## src/rtl/jmp_seq_fsm_pkg.sv

```systemverilog
// Shared defaults, the idle-state constant and parameter legality check for jmp_seq_fsm.
package fsm_pkg;

  localparam int NSTATES_DEF   = 10;
  localparam int JMP_STATE_DEF = 3;
  localparam int CNT_W_DEF     = 8;
  localparam int S_IDLE        = 0;

  // Kind of state move chosen by the sequencer for the coming edge.
  typedef enum logic [1:0] {
    MV_STAY,
    MV_NEXT,
    MV_JUMP,
    MV_IDLE
  } move_e;

  function automatic bit params_ok(input int nstates, input int jmp_state, input int cnt_w);
    return (nstates >= 3) && (jmp_state >= 1) && (jmp_state <= nstates - 1) && (cnt_w >= 1);
  endfunction

endpackage

```

## src/rtl/jmp_seq_fsm_if.sv

```systemverilog
// Strobe inputs and status outputs of jmp_seq_fsm; the sequencer takes the slave side.
interface jmp_seq_fsm_if #(
  parameter int SW    = 4,
  parameter int CNT_W = 8
);
  logic             go;
  logic             jmp;
  logic             hold;
  logic             abort;
  logic             y1;
  logic             busy;
  logic             done;
  logic [SW-1:0]    state_o;
  logic [CNT_W-1:0] jmp_cnt;

  modport master (
    output go, jmp, hold, abort,
    input  y1, busy, done, state_o, jmp_cnt
  );

  modport slave (
    input  go, jmp, hold, abort,
    output y1, busy, done, state_o, jmp_cnt
  );
endinterface

```

## src/rtl/jmp_seq_fsm_sat_counter.sv

```systemverilog
// Saturating up-counter used for the jump count; sticks at all-ones until reset.
module sat_counter #(
  parameter int W = 8
) (
  input  logic         clk,
  input  logic         rst_n,
  input  logic         inc,
  output logic [W-1:0] q
);

  logic [W-1:0] q_q;
  logic [W-1:0] q_d;

  always_comb begin
    q_d = q_q;
    if (inc && (q_q != {W{1'b1}})) q_d = q_q + 1'b1;
  end

  always_ff @(posedge clk or negedge rst_n) begin
    if (!rst_n) q_q <= '0;
    else        q_q <= q_d;
  end

  assign q = q_q;

endmodule

```

## src/rtl/jmp_seq_fsm.sv

```systemverilog
// Parametrised go/jmp sequencer with hold, abort, done pulse and saturating jump count.
// Define JMP_SEQ_REG_OUT_EN to source y1/busy from flops instead of state decodes.
module jmp_seq_fsm
  import fsm_pkg::*;
#(
  parameter int NSTATES   = NSTATES_DEF,
  parameter int JMP_STATE = JMP_STATE_DEF,
  parameter int CNT_W     = CNT_W_DEF,
  parameter int SW        = $clog2(NSTATES)
) (
  input logic          clk,
  input logic          rst_n,
  jmp_seq_fsm_if.slave bus
);

  if (!params_ok(NSTATES, JMP_STATE, CNT_W)) begin : g_param_err
    $error("jmp_seq_fsm: illegal NSTATES/JMP_STATE/CNT_W combination");
  end

  localparam logic [SW-1:0] IDLE = SW'(S_IDLE);
  localparam logic [SW-1:0] LAST = SW'(NSTATES - 1);
  localparam logic [SW-1:0] JMP  = SW'(JMP_STATE);
  localparam logic [SW:0]   NST  = (SW + 1)'(NSTATES);

  logic [SW-1:0]    state_q;
  logic [SW-1:0]    state_d;
  logic             done_q;
  logic             done_d;
  logic             jmp_taken;
  logic [CNT_W-1:0] jmp_cnt_w;
  move_e            move;

  // Illegal encodings recover before hold is honoured so a frozen bad state cannot persist.
  always_comb begin
    move      = MV_STAY;
    done_d    = 1'b0;
    jmp_taken = 1'b0;
    state_d   = state_q;
    if (bus.abort) begin
      move = MV_IDLE;
    end else if ({1'b0, state_q} >= NST) begin
      move = MV_IDLE;
    end else if (bus.hold) begin
      done_d = done_q;
    end else if (state_q == IDLE) begin
      if (bus.go) move = bus.jmp ? MV_JUMP : MV_NEXT;
    end else if (bus.jmp) begin
      move = MV_JUMP;
    end else if (state_q == LAST) begin
      move   = MV_IDLE;
      done_d = 1'b1;
    end else begin
      move = MV_NEXT;
    end
    jmp_taken = (move == MV_JUMP) && (state_q != JMP);
    case (move)
      MV_NEXT: state_d = state_q + 1'b1;
      MV_JUMP: state_d = JMP;
      MV_IDLE: state_d = IDLE;
      default: state_d = state_q;
    endcase
  end

  always_ff @(posedge clk or negedge rst_n) begin
    if (!rst_n) begin
      state_q <= IDLE;
      done_q  <= 1'b0;
    end else begin
      state_q <= state_d;
      done_q  <= done_d;
    end
  end

  sat_counter #(.W(CNT_W)) u_jmp_cnt (
    .clk  (clk),
    .rst_n(rst_n),
    .inc  (jmp_taken),
    .q    (jmp_cnt_w)
  );

`ifdef JMP_SEQ_REG_OUT_EN
  logic y1_q;
  logic busy_q;

  // Loaded from the next-state decode so they line up with state_q after each edge.
  always_ff @(posedge clk or negedge rst_n) begin
    if (!rst_n) begin
      y1_q   <= 1'b0;
      busy_q <= 1'b0;
    end else begin
      y1_q   <= (state_d == JMP);
      busy_q <= (state_d != IDLE);
    end
  end

  assign bus.y1   = y1_q;
  assign bus.busy = busy_q;
`else
  assign bus.y1   = (state_q == JMP);
  assign bus.busy = (state_q != IDLE);
`endif

  assign bus.done    = done_q;
  assign bus.state_o = state_q;
  assign bus.jmp_cnt = jmp_cnt_w;

endmodule

```

## src/flat_wrapper.sv

```systemverilog
// flat-port wrapper written by rule: the top's interface ports become plain ports
module jmp_seq_fsm_flat import fsm_pkg::*;
#(
  parameter int NSTATES   = NSTATES_DEF,
  parameter int JMP_STATE = JMP_STATE_DEF,
  parameter int CNT_W     = CNT_W_DEF,
  parameter int SW        = $clog2(NSTATES)
)
  (clk, rst_n, bus_go, bus_jmp, bus_hold, bus_abort, bus_y1, bus_busy, bus_done, bus_state_o, bus_jmp_cnt);
  jmp_seq_fsm_if #(.SW(SW), .CNT_W(CNT_W)) bus_i ();
  input logic clk;
  input logic rst_n;
  input wire logic [$bits(bus_i.go)-1:0] bus_go;
  input wire logic [$bits(bus_i.jmp)-1:0] bus_jmp;
  input wire logic [$bits(bus_i.hold)-1:0] bus_hold;
  input wire logic [$bits(bus_i.abort)-1:0] bus_abort;
  output wire logic [$bits(bus_i.y1)-1:0] bus_y1;
  output wire logic [$bits(bus_i.busy)-1:0] bus_busy;
  output wire logic [$bits(bus_i.done)-1:0] bus_done;
  output wire logic [$bits(bus_i.state_o)-1:0] bus_state_o;
  output wire logic [$bits(bus_i.jmp_cnt)-1:0] bus_jmp_cnt;
  assign bus_i.go = bus_go;
  assign bus_i.jmp = bus_jmp;
  assign bus_i.hold = bus_hold;
  assign bus_i.abort = bus_abort;
  assign bus_y1 = bus_i.y1;
  assign bus_busy = bus_i.busy;
  assign bus_done = bus_i.done;
  assign bus_state_o = bus_i.state_o;
  assign bus_jmp_cnt = bus_i.jmp_cnt;
  jmp_seq_fsm #(.NSTATES(NSTATES), .JMP_STATE(JMP_STATE), .CNT_W(CNT_W), .SW(SW)) u_core (.clk(clk), .rst_n(rst_n), .bus(bus_i));
endmodule
```

## config.mk

```make
export PLATFORM = sky130hd
export DESIGN_NAME = jmp_seq_fsm_flat
export DESIGN_NICKNAME = d
export VERILOG_FILES = /design/src/rtl/jmp_seq_fsm_pkg.sv /design/src/rtl/jmp_seq_fsm_if.sv /design/src/rtl/jmp_seq_fsm_sat_counter.sv /design/src/rtl/jmp_seq_fsm.sv /design/src/flat_wrapper.sv
export SDC_FILE = /design/constraint.sdc
export NUM_CORES = 1
export LEC_CHECK = 0
export BUFFER_PORTS_ARGS = -buffer_cell sky130_fd_sc_hd__buf_2
export CORE_MARGIN = 2
export CORE_UTILIZATION = 34
export CTS_BUF_LIST = sky130_fd_sc_hd__clkbuf_8
export DETAILED_ROUTE_END_ITERATION = 8
export SYNTH_ARGS = -nofsm -noshare
export SYNTH_HDL_FRONTEND = slang
export SYNTH_HIERARCHICAL = 1
export SYNTH_SLANG_ARGS = --single-unit
```

## constraint.sdc

```tcl
create_clock -name clk -period 2.95 [get_ports clk]
set_input_delay 0 -clock clk [delete_from_list [all_inputs] [get_ports clk]]
set_output_delay 0 -clock clk [all_outputs]
set_load 0.005 [all_outputs]
```

==> results.cfg, run 1 <==
[outcome]
status = finished clean

[floorplan]
die_y_um = 51.3
die_area_mm2 = 0.00264
coreArea_mm2 = 0.00217
die_x_um = 51.3
rows = 17
start_util_pct = 35.1
ios = 21

[logic_synthesis]
synth_area_per_cell_um2 = 10.6
synth_edf_count = 0
ys_top_cells_by_area = dfrtp_1, ha_1, a21oi_1, a211oi_1, a41oi_1
yosys.area_share.simple_pct = 19.4
syn_area_um2 = 762
synth_nets = 83
synthAdderAreaFrac_pct = 8.21
synth_seq_cells = 13
synth_compound_area_share_pct = 22.0
synth-xor-area-share_pct = 2.30
synth_warnings = 6
synthFlopType = dfrtp_1
synthCells = 72
async_flop_share_pct = 100
synth_top_family_by_area = compound AO/OA/AOI/OAI gates
ys_seq_area_share_pct = 42.7
synth_cell_types = 33
synth_area_leader_cell = dfrtp_1
synth.area.mux_share_pct = 3.45
synth_top_area_share_pct = 42.7

[setup_path]
cp.required_ns = 3.07
r2r-start = u_core/bus.state_o[0]
start_kind = flop
r2r_end = u_core/u_jmp_cnt/q[5]
arrival_ns = 2.57
critPathMaxFanout = 6
critPathKind = reg2reg
worst-r2r-setup-slack_ns = 0.51
reg2reg_depth = 9
crit_path_end_kind = flop

[worst_hold_path]
holdCritStartpoint = bus_hold
min_delay_path_depth = 3
hold_path_class = in2reg
hold_end = u_core/bus.done

[pwr]
p_leak_nw = 0.459
powerDensity_mw_per_mm2 = 540
fin_total_pwr_uw = 518
irDropWorstVdd_v = 0.000421

[timing]
rsz0062_at_grt = no
fmax_mhz = 410
setup_viol_count_final = 0
fin_tns_setup_ns = 0
slew_violations = 0
finalCritPeriodShare_pct = 82.8
period_needed_ns = 2.44
hold_violations = 0
fin_skew_ns = 0.000534
tightest_slew_ns = 0.284
slew_headroom_pct = 81.0

[placement]
portBuffers = 20
gp_congestion = 0.749
dp.cells = 121
hpwl_mm = 1.20

[clocking]
clock_path_buffers = 2
cts-resized-gates = 0
clkSlewWorstSetupHoldPaths_ns = 0.05
cts_tree = yes
hold_buffers = 1
cts_sinks = 13
root_buffer = clkbuf_8
insertion_delay_ns = 0.24
cts_max_level = 1
cts_made_buffers = 3
post_cts_buffers = 0

[final_layout]
syn_to_final_growth_pct = 25.9
drive_gt1_share_pct = 32.7
diodes = 0
nets = 110
stdcell_count = 126
final_core_util_pct = 44.2
fillers = 229

[route]
wl_mm = 1.59
via_per_inst = 5.34
antenna_left = 0
drc_errors = 0
drt_pass1_iterations = 4
post_drt_wl_per_cell_um = 12.6
drt_iter0_drc = 27
vias = 673

[global_routing]
antenna_found_initial = 0
overflow = 0
grt_max_degree = 14
grtUsageTotal_pct = 13.0
grt_pass1_wl_mm = 2.57
first_global_vias = 565

[flow_run]
cap_violations = 0
[synthesized netlist by cell type, drive strengths merged (3+ instances only)]
master	n
dfrtp	13
a21oi	8
ha	5
a211oi	4
inv	4
a41oi	3
nand2	3
nand3	3
nor2	3
[area by class of cell]
class	count	area (um2)	share of cell area [%]
Multi-Input combinational cell	55	422	43.9
Tap cell	28	35.0	3.65
Inverter	4	15.0	1.56
Timing Repair Buffer	22	118	12.3
Clock inverter	1	3.75	0.391
Sequential cell	13	325	33.9
Clock buffer	3	41.3	4.30
[layout by cell type (no fill, tap or decap), types with 2 or more instances in the layout]
cell type / Yosys / final
nand2b_1: 2 / 2
dfrtp_1: 13 / 13
nand3_1: 2 / 2
a21oi_1: 8 / 8
a41oi_1: 3 / 3
a31oi_1: 2 / 2
clkbuf_8: 0 / 3
nand2_1: 3 / 3
ha_1: 5 / 5
a211oi_1: 4 / 4
inv_1: 4 / 5
nand4_1: 2 / 2
buf_2: 0 / 20
nor2_1: 3 / 3
[metal layers]
metal  up-vias  global-route usage [%]  wire length, um
met5         -                       0                0
met4         0                    2.63               16
met3         2                    4.39               89
met2        22                    21.0              789
met1       317                    17.0              694
li1        332                       -                -
[how the worst max path moves through the flow]
| stage | startpoint | to | slack [ns] | cells after the start |
|---|---|---|---|---|
| after detailed placement | u_core/bus.state_o[0] | u_core/u_jmp_cnt/q[5] | 0.51 | 9 |
| after CTS | u_core/bus.state_o[0] | u_core/u_jmp_cnt/q[5] | 0.50 | 9 |
| after floorplan | u_core/bus.state_o[0] | u_core/u_jmp_cnt/q[5] | 0.49 | 8 |
| after global placement | u_core/bus.state_o[0] | u_core/u_jmp_cnt/q[5] | 0.57 | 9 |
| final | u_core/bus.state_o[0] | u_core/u_jmp_cnt/q[5] | 0.51 | 9 |
| after global routing | u_core/bus.state_o[0] | u_core/u_jmp_cnt/q[5] | 0.36 | 9 |
[logic make-up after synthesis]
group / Yosys count
compound gates: 24
simple gates: 22
flops: 13
fa+ha+maj: 5
buf+inv: 4
xor+xnor: 2
mux: 2
[report_power, final]
part           internal (mW)  leakage (nW)  switching [mW]
sequential             0.207         0.173          0.0415
clock                 0.0917        0.0269          0.0598
combinational         0.0610         0.259          0.0577
[state kept, by name, summed over array words and instances (netlist names)]
signal / count
u_core/bus.done: 1
u_core/bus.state_o: 4
u_core/u_jmp_cnt/q: 8
[per-stage QoR]
step / worst slack, ns / hold WS, ns / area (um2)
final: 0.508 / 0.0224 / 960
after global routing: 0.357 / 0.0347 / 960
after CTS: 0.501 / 0.0191 / 960
after detailed placement: 0.507 / -0.0978 / 905
after global placement: 0.572 / -0.0984 / 905
after floorplan: 0.486 / -0.296 / 762
[critical path, cell delays in order, from the launching register on]
cell and delay (ns):
dfrtp_1 0.43, inv_1 0.11, ha_1 0.22, o31ai_1 0.24, nand2b_1 0.20, nor4bb_1 0.30
buf_4 0.18, and4_4 0.26, nand3_2 0.08, mux2_4 0.30
Power figures use the tool's default switching activity.
==> run 2, diff against run 1 <==
Clock period 2.95 ns to 2.4 ns, I/O delays scaled along.
==> results.cfg, run 2 (synthesis results as in run 1) <==
[clocking]
clkSlewWorstSetupHoldPaths_ns = 0.05
cts_sinks = 13
cts_max_level = 1
cts_tree = yes
insertion_delay_ns = 0.24
cts_made_buffers = 3
clock_path_buffers = 2
root_buffer = clkbuf_8

[timing]
slew_headroom_pct = 77.7
tightest_slew_ns = 0.333
fmax_mhz = 445
rsz0062_at_grt = no
finalCritPeriodShare_pct = 93.7
worst_slack_ns = 0.151
period_needed_ns = 2.25
setup_viol_count_final = 0
slew_violations = 0
fin_tns_setup_ns = 0
fin_skew_ns = 0.000692
hold_violations = 0

[final_layout]
drive_gt1_share_pct = 35.0
layout_common_cells = buf_2, dfrtp_1, a21oi_1
layout_commonest_cell = buf_2
final_core_util_pct = 45.6
multiInputGateArea_um2 = 437
largest_reg_flops = 8
seqCellArea_um2 = 325
nets = 112
syn_to_final_growth_pct = 29.9
diodes = 0
fillers = 215

[route]
drc_errors = 0
drt_pass1_iterations = 4
via_per_inst = 5.30
vias = 679
wl_mm = 1.71
post_drt_wl_per_cell_um = 13.3
drt_iter0_drc = 7
antenna_left = 0

[placement]
portBuffers = 20
dp_slack_ns = 0.0253
hpwl_mm = 1.24
gp_congestion = 0.841

[setup_path]
max_stage_delay_ns = 0.40
critPathMaxFanout = 5
critPathKind = reg2reg
arrival_ns = 2.37
cp.required_ns = 2.52
crit_slowest_cell = dfrtp_1
cpLargestDelayFamily = simple AND/OR/NAND/NOR gates
crit_path_end_kind = flop
crit_chain = inv_1, ha_1, or4b_4, and2_4, nor4bb_4, and4_4, nand3_2, mux2_4
critPathBufInv = 1
start_kind = flop

[floorplan]
die_area_mm2 = 0.00264
ios = 21
coreArea_mm2 = 0.00217
die_x_um = 51.3
die_y_um = 51.3
rows = 17
start_util_pct = 35.1

[pwr]
p_leak_nw = 0.472
powerDensity_mw_per_mm2 = 649
irDropWorstVdd_v = 0.000355
fin_total_pwr_uw = 643

[global_routing]
antenna_found_initial = 0
grt_pass1_wl_mm = 2.66
overflow = 0
first_global_vias = 617
grtUsageTotal_pct = 14.0
grt_max_degree = 14

[flow_run]
cap_violations = 0

[worst_hold_path]
hold_path_class = in2reg

[outcome]
status = finished clean
-- run 2: changes by cell type in the layout (fill, tap and decap cells not counted), sizes merged --
cell	previous run	this run
buf	21	23
-- run 2: worst paths after layout --
check                                           start               endpoint  slack, ns  cells after the start
worst max-delay path            u_core/bus.state_o[1]  u_core/u_jmp_cnt/q[5]       0.15                      8
worst min-delay path                         bus_hold        u_core/bus.done       0.02                      3
worst max register to register  u_core/bus.state_o[1]  u_core/u_jmp_cnt/q[5]       0.15                      8
worst min register to register        u_core/bus.done        u_core/bus.done       0.52                      2
max in group asynchronous                       rst_n        u_core/bus.done       1.99                      2
min in group asynchronous                       rst_n  u_core/u_jmp_cnt/q[6]       0.18                      2
-- run 2: final cells by class --
class                           instances  area share (%)
Timing Repair Buffer                   24            13.4
Multi-Input combinational cell         55            44.1
Inverter                                4            1.52
Clock buffer                            3            4.17
Tap cell                               28            3.54
Clock inverter                          1           0.379
Sequential cell                        13            32.9
-- run 2: layer usage --
metal	routed length, um	track usage (%)
met1	810	16.4
met5	0	0
met3	107	4.09
met4	27	9.65
met2	760	21.9
-- run 2: power breakdown --
| group | switching, mW | total, mW | internal, mW |
|---|---|---|---|
| Sequential | 0.0472 | 0.301 | 0.254 |
| Combinational | 0.0755 | 0.156 | 0.0802 |
| Clock | 0.0729 | 0.186 | 0.113 |
-- run 2: per-stage QoR --
step           instance area, um2  cells  hold slack, ns
2_1_floorplan                 768     72          -0.296
3_5_place_dp                  926    123         -0.0927
6_report                      990    128          0.0170
5_1_grt                       990    128          0.0259
3_3_place_gp                  926    123         -0.0958
4_1_cts                       981    128          0.0132
-- run 2: worst register-to-register path: stages (launching register included) --
cell and delay (ns):
dfrtp_1 0.40, inv_1 0.08, ha_1 0.19, or4b_4 0.22
and2_4 0.16, nor4bb_4 0.39, and4_4 0.31, nand3_2 0.09
mux2_4 0.30
-- run 2: repair_timing --
action,CTS,global route
hold buffers,1,0
resized for setup,0,1
endpoints found under the hold margin,13,0
endpoints found under the setup margin,0,2
setup buffers,0,0
==> run 3, diff against run 2 <==
Settings changed: BUFFER_PORTS_ARGS -buffer_cell sky130_fd_sc_hd__buf_2 to -buffer_cell sky130_fd_sc_hd__buf_4.
==> results.cfg, run 3 (synthesis results as in run 1) <==
[global_routing]
grt_max_degree = 14
grtUsageTotal_pct = 14.4
grt_pass1_wl_mm = 2.75
first_global_vias = 616
antenna_found_initial = 0
overflow = 0

[final_layout]
seqCellArea_um2 = 327
nets = 112
largest_reg_flops = 8
diodes = 0
layout_common_cells = buf_4, dfrtp_1, a21oi_1
layout_commonest_cell = buf_4
stdcell_count = 128
drive_gt1_share_pct = 36.0
final_core_util_pct = 47.6
syn_to_final_growth_pct = 35.5
multiInputGateArea_um2 = 428
final_area_mm2 = 0.00103
fillers = 224

[pwr]
switching_share_pct = 30.1
powerDensity_mw_per_mm2 = 647
p_sw_uw = 201
clock_power_share_pct = 28.7
irDropWorstVdd_v = 0.000254
p_leak_nw = 0.475
internal-power_uw = 466
pwr-share-comb_pct = 25.8
seqPwrFrac_pct = 45.5
fin_total_pwr_uw = 668

[placement]
dp_slack_ns = 0.160
place_area_um2 = 976
hpwl_mm = 1.27
dp.cells = 123
portBuffers = 20
gp_congestion = 0.849

[timing]
fin_tns_setup_ns = 0
finalCritPeriodShare_pct = 92.6
tightest_slew_ns = 0.266
slew_violations = 0
hold_violations = 0
worst_slack_ns = 0.178
slew_headroom_pct = 82.0
fmax_mhz = 450
rsz0062_at_grt = no
period_needed_ns = 2.22
setup_viol_count_final = 0
timing.hold.ws_ns = 0.0126
fin_skew_ns = 0.00559

[route]
drc_errors = 0
vias = 675
antenna_left = 0
drt_iter0_drc = 12
post_drt_wl_per_cell_um = 13.1
wl_mm = 1.68
via_per_inst = 5.27
drt_pass1_iterations = 4

[worst_hold_path]
holdCritStartpoint = bus_hold
hold_path_class = in2reg

[clocking]
cts_sinks = 13
insertion_delay_ns = 0.24
cts_max_level = 1
cts_made_buffers = 3
clkSlewWorstSetupHoldPaths_ns = 0.06
cts_tree = yes
post_cts_buffers = 0
root_buffer = clkbuf_8
clock_path_buffers = 2

[setup_path]
critPathKind = reg2reg
cp-startpoint = u_core/bus.state_o[1]
max_stage_delay_ns = 0.48
crit_path_end_kind = flop
cp.required_ns = 2.53
critPathMaxFanout = 7
arrival_ns = 2.35
critPathBufInv = 1
cpLargestDelayFamily = simple AND/OR/NAND/NOR gates
r2r-start = u_core/bus.state_o[1]
crit_slowest_cell = or4b_4
start_kind = flop
crit_chain = inv_1, ha_1, or4b_4, and2_4, nor4bb_2, and4_4, nand3_2, mux2_4

[floorplan]
die_x_um = 51.3
die_y_um = 51.3
start_util_pct = 35.1
rows = 17
coreArea_mm2 = 0.00217
ios = 21
die_area_mm2 = 0.00264

[flow_run]
cap_violations = 0

[outcome]
status = finished clean
[run 3: cell counts in the layout (fill, tap and decap cells not counted)]
No cell type changed its count.
[run 3: layer usage]
layer	wire length (um)	vias to the layer above	GRT usage [%]	share of wire [%]
li1	-	334	-	-
met1	751	312	17.9	45
met2	781	25	22.3	46
met3	111	4	3.51	6.6
met4	34	0	9.21	2.0
met5	0	-	0	0
[run 3: power by group through the flow]
stage                     registers, mW  logic [mW]  clock network [mW]
after detailed placement          0.307       0.172                   0
after floorplan                   0.303      0.0770                   0
after global routing              0.312       0.189               0.206
after CTS                         0.303       0.175               0.195
after global placement            0.306       0.171                   0
final                             0.303       0.172               0.192
[run 3: final timing paths]
kind                                         end  slack (ns)  cells past startpoint
max in group asynchronous  u_core/bus.state_o[1]        2.08                      2
setup / recovery           u_core/u_jmp_cnt/q[5]        0.18                      8
hold reg to reg                  u_core/bus.done        0.53                      2
min in group asynchronous  u_core/bus.state_o[3]        0.13                      2
setup reg to reg           u_core/u_jmp_cnt/q[5]        0.18                      8
hold / removal                   u_core/bus.done        0.01                      3
[run 3: repair_timing]
| item | CTS | global route |
|---|---|---|
| gates resized for setup | 0 | 1 |
| endpoints found under the setup margin | 0 | 1 |
| hold endpoints to repair | 13 | 0 |
| hold buffers | 1 | 0 |
[run 3: cell type report]
class | count | area share [%]
well taps | 28 | 3.39
clock inverters | 1 | 0.364
repair buffers | 24 | 17.7
inverters | 4 | 1.45
multi-input cells | 55 | 41.5
flip-flops and latches | 13 | 31.6
clock buffers | 3 | 4.00
[run 3: tightest hold or removal path: cells and delay by family]
| family | cells | cell delay [ns] |
|---|---|---|
| AOI/OAI and AO/OA | 1 | 0.05 |
| and+or+nand+nor | 1 | 0.05 |
| buffers and inverters | 1 | 0.12 |
